$ cat src/rtl/sif_reduce_pkg.sv
// sif_reduce_pkg: shared fp16 width and FSM state encoding for the packet reducer
package sif_reduce_pkg;
  localparam int FP16_W = 16;
  typedef enum logic [2:0] {IDLE, FETCH, ISSUE, WAIT, OUT} state_e;
endpackage

$ cat src/rtl/sif_pair_issue.sv
// sif_pair_issue: offers the A and B adder operands once each per addition and
// reports when both have been accepted, in whichever order or cycle they land.
module sif_pair_issue (
  input  logic clk,
  input  logic rst_n,
  input  logic act_i,
  input  logic a_rdy_i,
  input  logic b_rdy_i,
  output logic a_vld_o,
  output logic b_vld_o,
  output logic done_o
);
  logic a_done_q, a_done_d, b_done_q, b_done_d, a_fire, b_fire;
  always_comb begin
    a_vld_o  = act_i & ~a_done_q;
    b_vld_o  = act_i & ~b_done_q;
    a_fire   = a_vld_o & a_rdy_i;
    b_fire   = b_vld_o & b_rdy_i;
    done_o   = act_i & (a_done_q | a_fire) & (b_done_q | b_fire);
    a_done_d = done_o ? 1'b0 : (a_done_q | a_fire);
    b_done_d = done_o ? 1'b0 : (b_done_q | b_fire);
  end
  always_ff @(posedge clk or negedge rst_n) begin
    if (!rst_n) begin
      a_done_q <= 1'b0;
      b_done_q <= 1'b0;
    end else begin
      a_done_q <= a_done_d;
      b_done_q <= b_done_d;
    end
  end
endmodule

$ cat src/rtl/sif_half_fp_reduce.sv
// sif_half_fp_reduce: sums each fp16 X packet through an external adder.
// Define SIF_REDUCE_CNT_EN to add the per-packet element count output R_cnt.
module sif_half_fp_reduce
  import sif_reduce_pkg::*;
#(
  parameter int CNT_W = 16
) (
  input  logic              clk,
  input  logic              rst_n,
  input  logic              X_vld,
  input  logic [FP16_W-1:0] X_dat,
  input  logic              X_last,
  output logic              X_rdy,
  output logic              ADDA_vld,
  output logic [FP16_W-1:0] ADDA_dat,
  input  logic              ADDA_rdy,
  output logic              ADDB_vld,
  output logic [FP16_W-1:0] ADDB_dat,
  input  logic              ADDB_rdy,
  input  logic              ADDS_vld,
  input  logic [FP16_W-1:0] ADDS_dat,
  output logic              ADDS_rdy,
  output logic              R_vld,
  input  logic              R_rdy,
  output logic [FP16_W-1:0] R_dat
`ifdef SIF_REDUCE_CNT_EN
  ,
  output logic [CNT_W-1:0]  R_cnt
`endif
);
  state_e state_q, state_d;
  logic [FP16_W-1:0] acc_q, acc_d, opb_q, opb_d;
  logic last_q, last_d, x_fire, pair_done;
  if (CNT_W < 1) begin : g_bad_cnt_w
    $error("CNT_W must be at least 1");
  end
  sif_pair_issue u_pair (
    .clk     (clk),
    .rst_n   (rst_n),
    .act_i   (state_q == ISSUE),
    .a_rdy_i (ADDA_rdy),
    .b_rdy_i (ADDB_rdy),
    .a_vld_o (ADDA_vld),
    .b_vld_o (ADDB_vld),
    .done_o  (pair_done)
  );
  assign ADDA_dat = acc_q;
  assign ADDB_dat = opb_q;
  assign R_dat    = acc_q;
  // State resets asynchronously to IDLE, so X_rdy alone needs gating while rst_n is low.
  always_comb begin
    state_d  = state_q;
    acc_d    = acc_q;
    opb_d    = opb_q;
    last_d   = last_q;
    X_rdy    = rst_n & ((state_q == IDLE) | (state_q == FETCH));
    ADDS_rdy = state_q == WAIT;
    R_vld    = state_q == OUT;
    x_fire   = X_vld & X_rdy;
    case (state_q)
      IDLE:  if (x_fire) begin
        acc_d   = X_dat;
        state_d = X_last ? OUT : FETCH;
      end
      FETCH: if (x_fire) begin
        opb_d   = X_dat;
        last_d  = X_last;
        state_d = ISSUE;
      end
      ISSUE: if (pair_done) state_d = WAIT;
      WAIT:  if (ADDS_vld) begin
        acc_d   = ADDS_dat;
        state_d = last_q ? OUT : FETCH;
      end
      OUT:   if (R_rdy) state_d = IDLE;
      default: state_d = IDLE;
    endcase
  end
  always_ff @(posedge clk or negedge rst_n) begin
    if (!rst_n) begin
      state_q <= IDLE;
      acc_q   <= '0;
      opb_q   <= '0;
      last_q  <= 1'b0;
    end else begin
      state_q <= state_d;
      acc_q   <= acc_d;
      opb_q   <= opb_d;
      last_q  <= last_d;
    end
  end
`ifdef SIF_REDUCE_CNT_EN
  logic [CNT_W-1:0] cnt_q, cnt_d;
  always_comb
    cnt_d = (state_q == IDLE && x_fire) ? CNT_W'(1) :
            (state_q == FETCH && x_fire && !(&cnt_q)) ? cnt_q + 1'b1 : cnt_q;
  always_ff @(posedge clk or negedge rst_n) begin
    if (!rst_n) cnt_q <= '0;
    else        cnt_q <= cnt_d;
  end
  assign R_cnt = cnt_q;
`endif
endmodule
$ cat config.mk
export PLATFORM = sky130hd
export DESIGN_NAME = sif_half_fp_reduce
export DESIGN_NICKNAME = d
export VERILOG_FILES = /design/src/rtl/sif_reduce_pkg.sv /design/src/rtl/sif_pair_issue.sv /design/src/rtl/sif_half_fp_reduce.sv
export SDC_FILE = /design/constraint.sdc
export NUM_CORES = 1
export LEC_CHECK = 0
export ABC_AREA = 1
export CORE_MARGIN = 1.5
export CORE_UTILIZATION = 38
export CTS_BUF_LIST = sky130_fd_sc_hd__clkbuf_8 sky130_fd_sc_hd__clkbuf_16
export CTS_CLUSTER_DIAMETER = 150
export DETAILED_ROUTE_END_ITERATION = 7
export PLACE_DENSITY = 0.77
export SYNTH_ARGS = -nofsm -noshare
export SYNTH_HDL_FRONTEND = slang
export SYNTH_SLANG_ARGS = --single-unit
$ cat constraint.sdc
create_clock -name clk -period 1.4 [get_ports clk]
set_clock_uncertainty 0.1 [all_clocks]
set_input_delay 0.21 -clock clk [delete_from_list [all_inputs] [get_ports clk]]
set_output_delay 0.21 -clock clk [all_outputs]
set_load 0.02 [all_outputs]
==> out/metrics.cfg <==
[critical_path]
crit_path_max_incr_delay_ps=450
cp.arrival_ps=1290
cp-start-kind=register
timing.rr.end=ADDA_dat[0]$_DFFE_PN0P_
required_ps=1090
cp_top_family=flip-flops
crit_path_max_fanout=4
path_class=reg2out
crit_chain=nor2_4 > buf_6 > inv_1 > nor2_1 > buf_4
critPathSlowestCell=dfrtp_2
path_buf_inv=3
crit_start=state_q[1]$_DFFE_PN0P_
reg2reg_from=state_q[1]$_DFFE_PN0P_
rrSetupSlack_ps=-190
rr_worst_depth=8
endpoint_kind=output port

[drt]
dr_wl_met2_um=3139
first_pass_iters=4
avgViaCountPerCell=4.578
drt_iter0_markers=82
routed-wl-met3_um=230
totalWireLength_um=5845
top_layer=met4
avgRoutedWirePerCell_um=14.19
route.detailed.drc=0
drt-met1-wl_um=2258
antenna_left=0
vias=1886

[layout]
antenna_cells=0
fin_cells=412
syn_to_final_growth_pct=60.20
final_cell_mix=dlygate4sd2_1 (48), nand2_1 (43), clkdlybuf4s50_1 (38)
fin_nets=382
layout-drive-gt1-share=0.3158
layout_commonest_cell=dlygate4sd2_1

[sta]
tns_ps=-6507
fin_crit_sh=1.143
final_hold_viol_count=0
max-slew-margin-rel=0.6816
fin_crit_ps=1600
finalWorstSetupSlack_ps=-200.1
fmax_ghz=0.6250
drv_slew=0
grt_setup_unrepaired=yes
tightest_slew_ps=477.5
setup-violations-final=40

[global_route]
grt_pass1_wl_um=9170
grt_usage=0.1962
antenna_found_initial=0
grt_pass1_vias=1886
grt_overflow=0
grt_max_degree=39

[die]
rows=26
core_um2=5205
die_w_um=77.18
ioPinCount=93
die_h_um=77.18
dieArea_um2=5956
initial_utilization=0.4017

[yosys]
synth_warnings=0
synth_fp_nets=277
synth_top_cell_by_area=dfrtp_1
synthTopCellsByArea=dfrtp_1 (45%), nand2_1 (8.8%), o21ai_2 (7.5%)
synth_cells=237
ys_seq_elements=38
synth_top_cell_area_share=0.4548
yosysSeqAreaShare=0.4548
synth_cell_type_count=22
netlist_area_um2=2091
syn_area_per_cell_um2=8.822

[power_and_ir_drop]
power.total_mw=7.291
power_density_nw_per_um2=2177
power_leakage_nw=1.708
ir_drop_mv=1.143

[clocking]
hold_buffers=0
clock_sinks=38
path_clk_slew_ps=80
cts_max_level=2
cts_tree=built
clk_latency_ps=270
root_buffer=clkbuf_8
cts.path.max_buffers=2
cts_buffers=5

[run]
cap_violations=0

[min_path]
min_path_type=in2async

[placement]
io_buffer_count=92
post-place-cells=391
gp_congestion=0.8629
dp_hpwl_um=4026

[run_status]
violations=negative setup slack
status=complete, but fails checks

timing repair:
action | CTS | global route
setup buffers | 8 | 3
pin swaps | 6 | 10
endpoints found under the setup margin | 90 | 42
gates cloned | 2 | 1
resized for setup | 97 | 20
area by class of cell:
type / count / area (um^2)
fillers: 459 / 1856
repair buffers: 121 / 1154
multi-input cells: 141 / 937.1
clock inverters: 2 / 10.01
clock buffers: 5 / 68.82
flip-flops and latches: 38 / 953.4
well taps: 70 / 87.58
inverters: 35 / 138.9
Yosys cell counts:
library cell	instances
o21ai_2	18
inv_1	32
o21ai_1	16
dfrtp_1	38
nand3_2	1
o21ai_0	17
buf_6	9
nor2_4	2
inv_2	2
nor2_1	3
nand3_4	1
o211ai_1	1
nand4_1	2
nand2_1	49
nand2_2	16
o22ai_1	1
inv_4	1
a21oi_1	3
buf_4	16
nand2_4	3
nand3_1	5
a21oi_4	1
worst min-delay path, stage by stage:
cell   delay (ps)
buf_2         110
buf_4         110
buf_4         410
how the worst max path moves through the flow:
stage	depth (start not counted)	slack, ps	endpoint
global placement	4	-300	X_rdy
CTS	4	-190	X_rdy
global route	8	-270	ADDA_dat[0]$_DFFE_PN0P_
floorplan	7	-140	ADDB_dat[10]$_DFFE_PN0P_
detailed placement	4	-340	X_rdy
finish	5	-200	R_vld
state kept, by name, summed over array words and instances (netlist names):
name and cells:
ADDA_dat 16, ADDB_dat 16, last_q 1, state_q 3
u_pair.a_done_q 1, u_pair.b_done_q 1
layer usage:
| metal | up-vias | track usage |
|---|---|---|
| met5 | - | 0 |
| met4 | 0 | 0.09818 |
| met3 | 20 | 0.04167 |
| met2 | 54 | 0.3289 |
| met1 | 869 | 0.2367 |
| li1 | 943 | - |
stage by stage:
step                      hold WS [ps]  setup WS [ps]    util  area (um^2)
after CTS                        41.69         -187.1  0.6228         3242
after floorplan                 -185.6         -138.9       -         2103
after global routing             74.92         -273.6  0.6435         3349
after detailed placement         352.7         -338.2  0.5861         3050
final                            28.47         -200.1  0.6435         3349
after global placement           348.0         -300.9  0.5861         3050
cell families after synthesis:
kind of cell | Yosys count | synth area share
AOI/OAI and AO/OA | 57 | 0.1759
buffers and inverters | 60 | 0.1700
and+or+nand+nor | 82 | 0.1993
DFF | 38 | 0.4548
power breakdown:
part	internal, mW	switching, mW	leakage (nW)	total, mW
clock	0.334	0.362	0.0438	0.696
sequential	1.62	0.415	0.473	2.03
combinational	1.99	2.57	1.19	4.56
total	3.94	3.35	1.71	7.29
(Power assumes the default switching activity.)
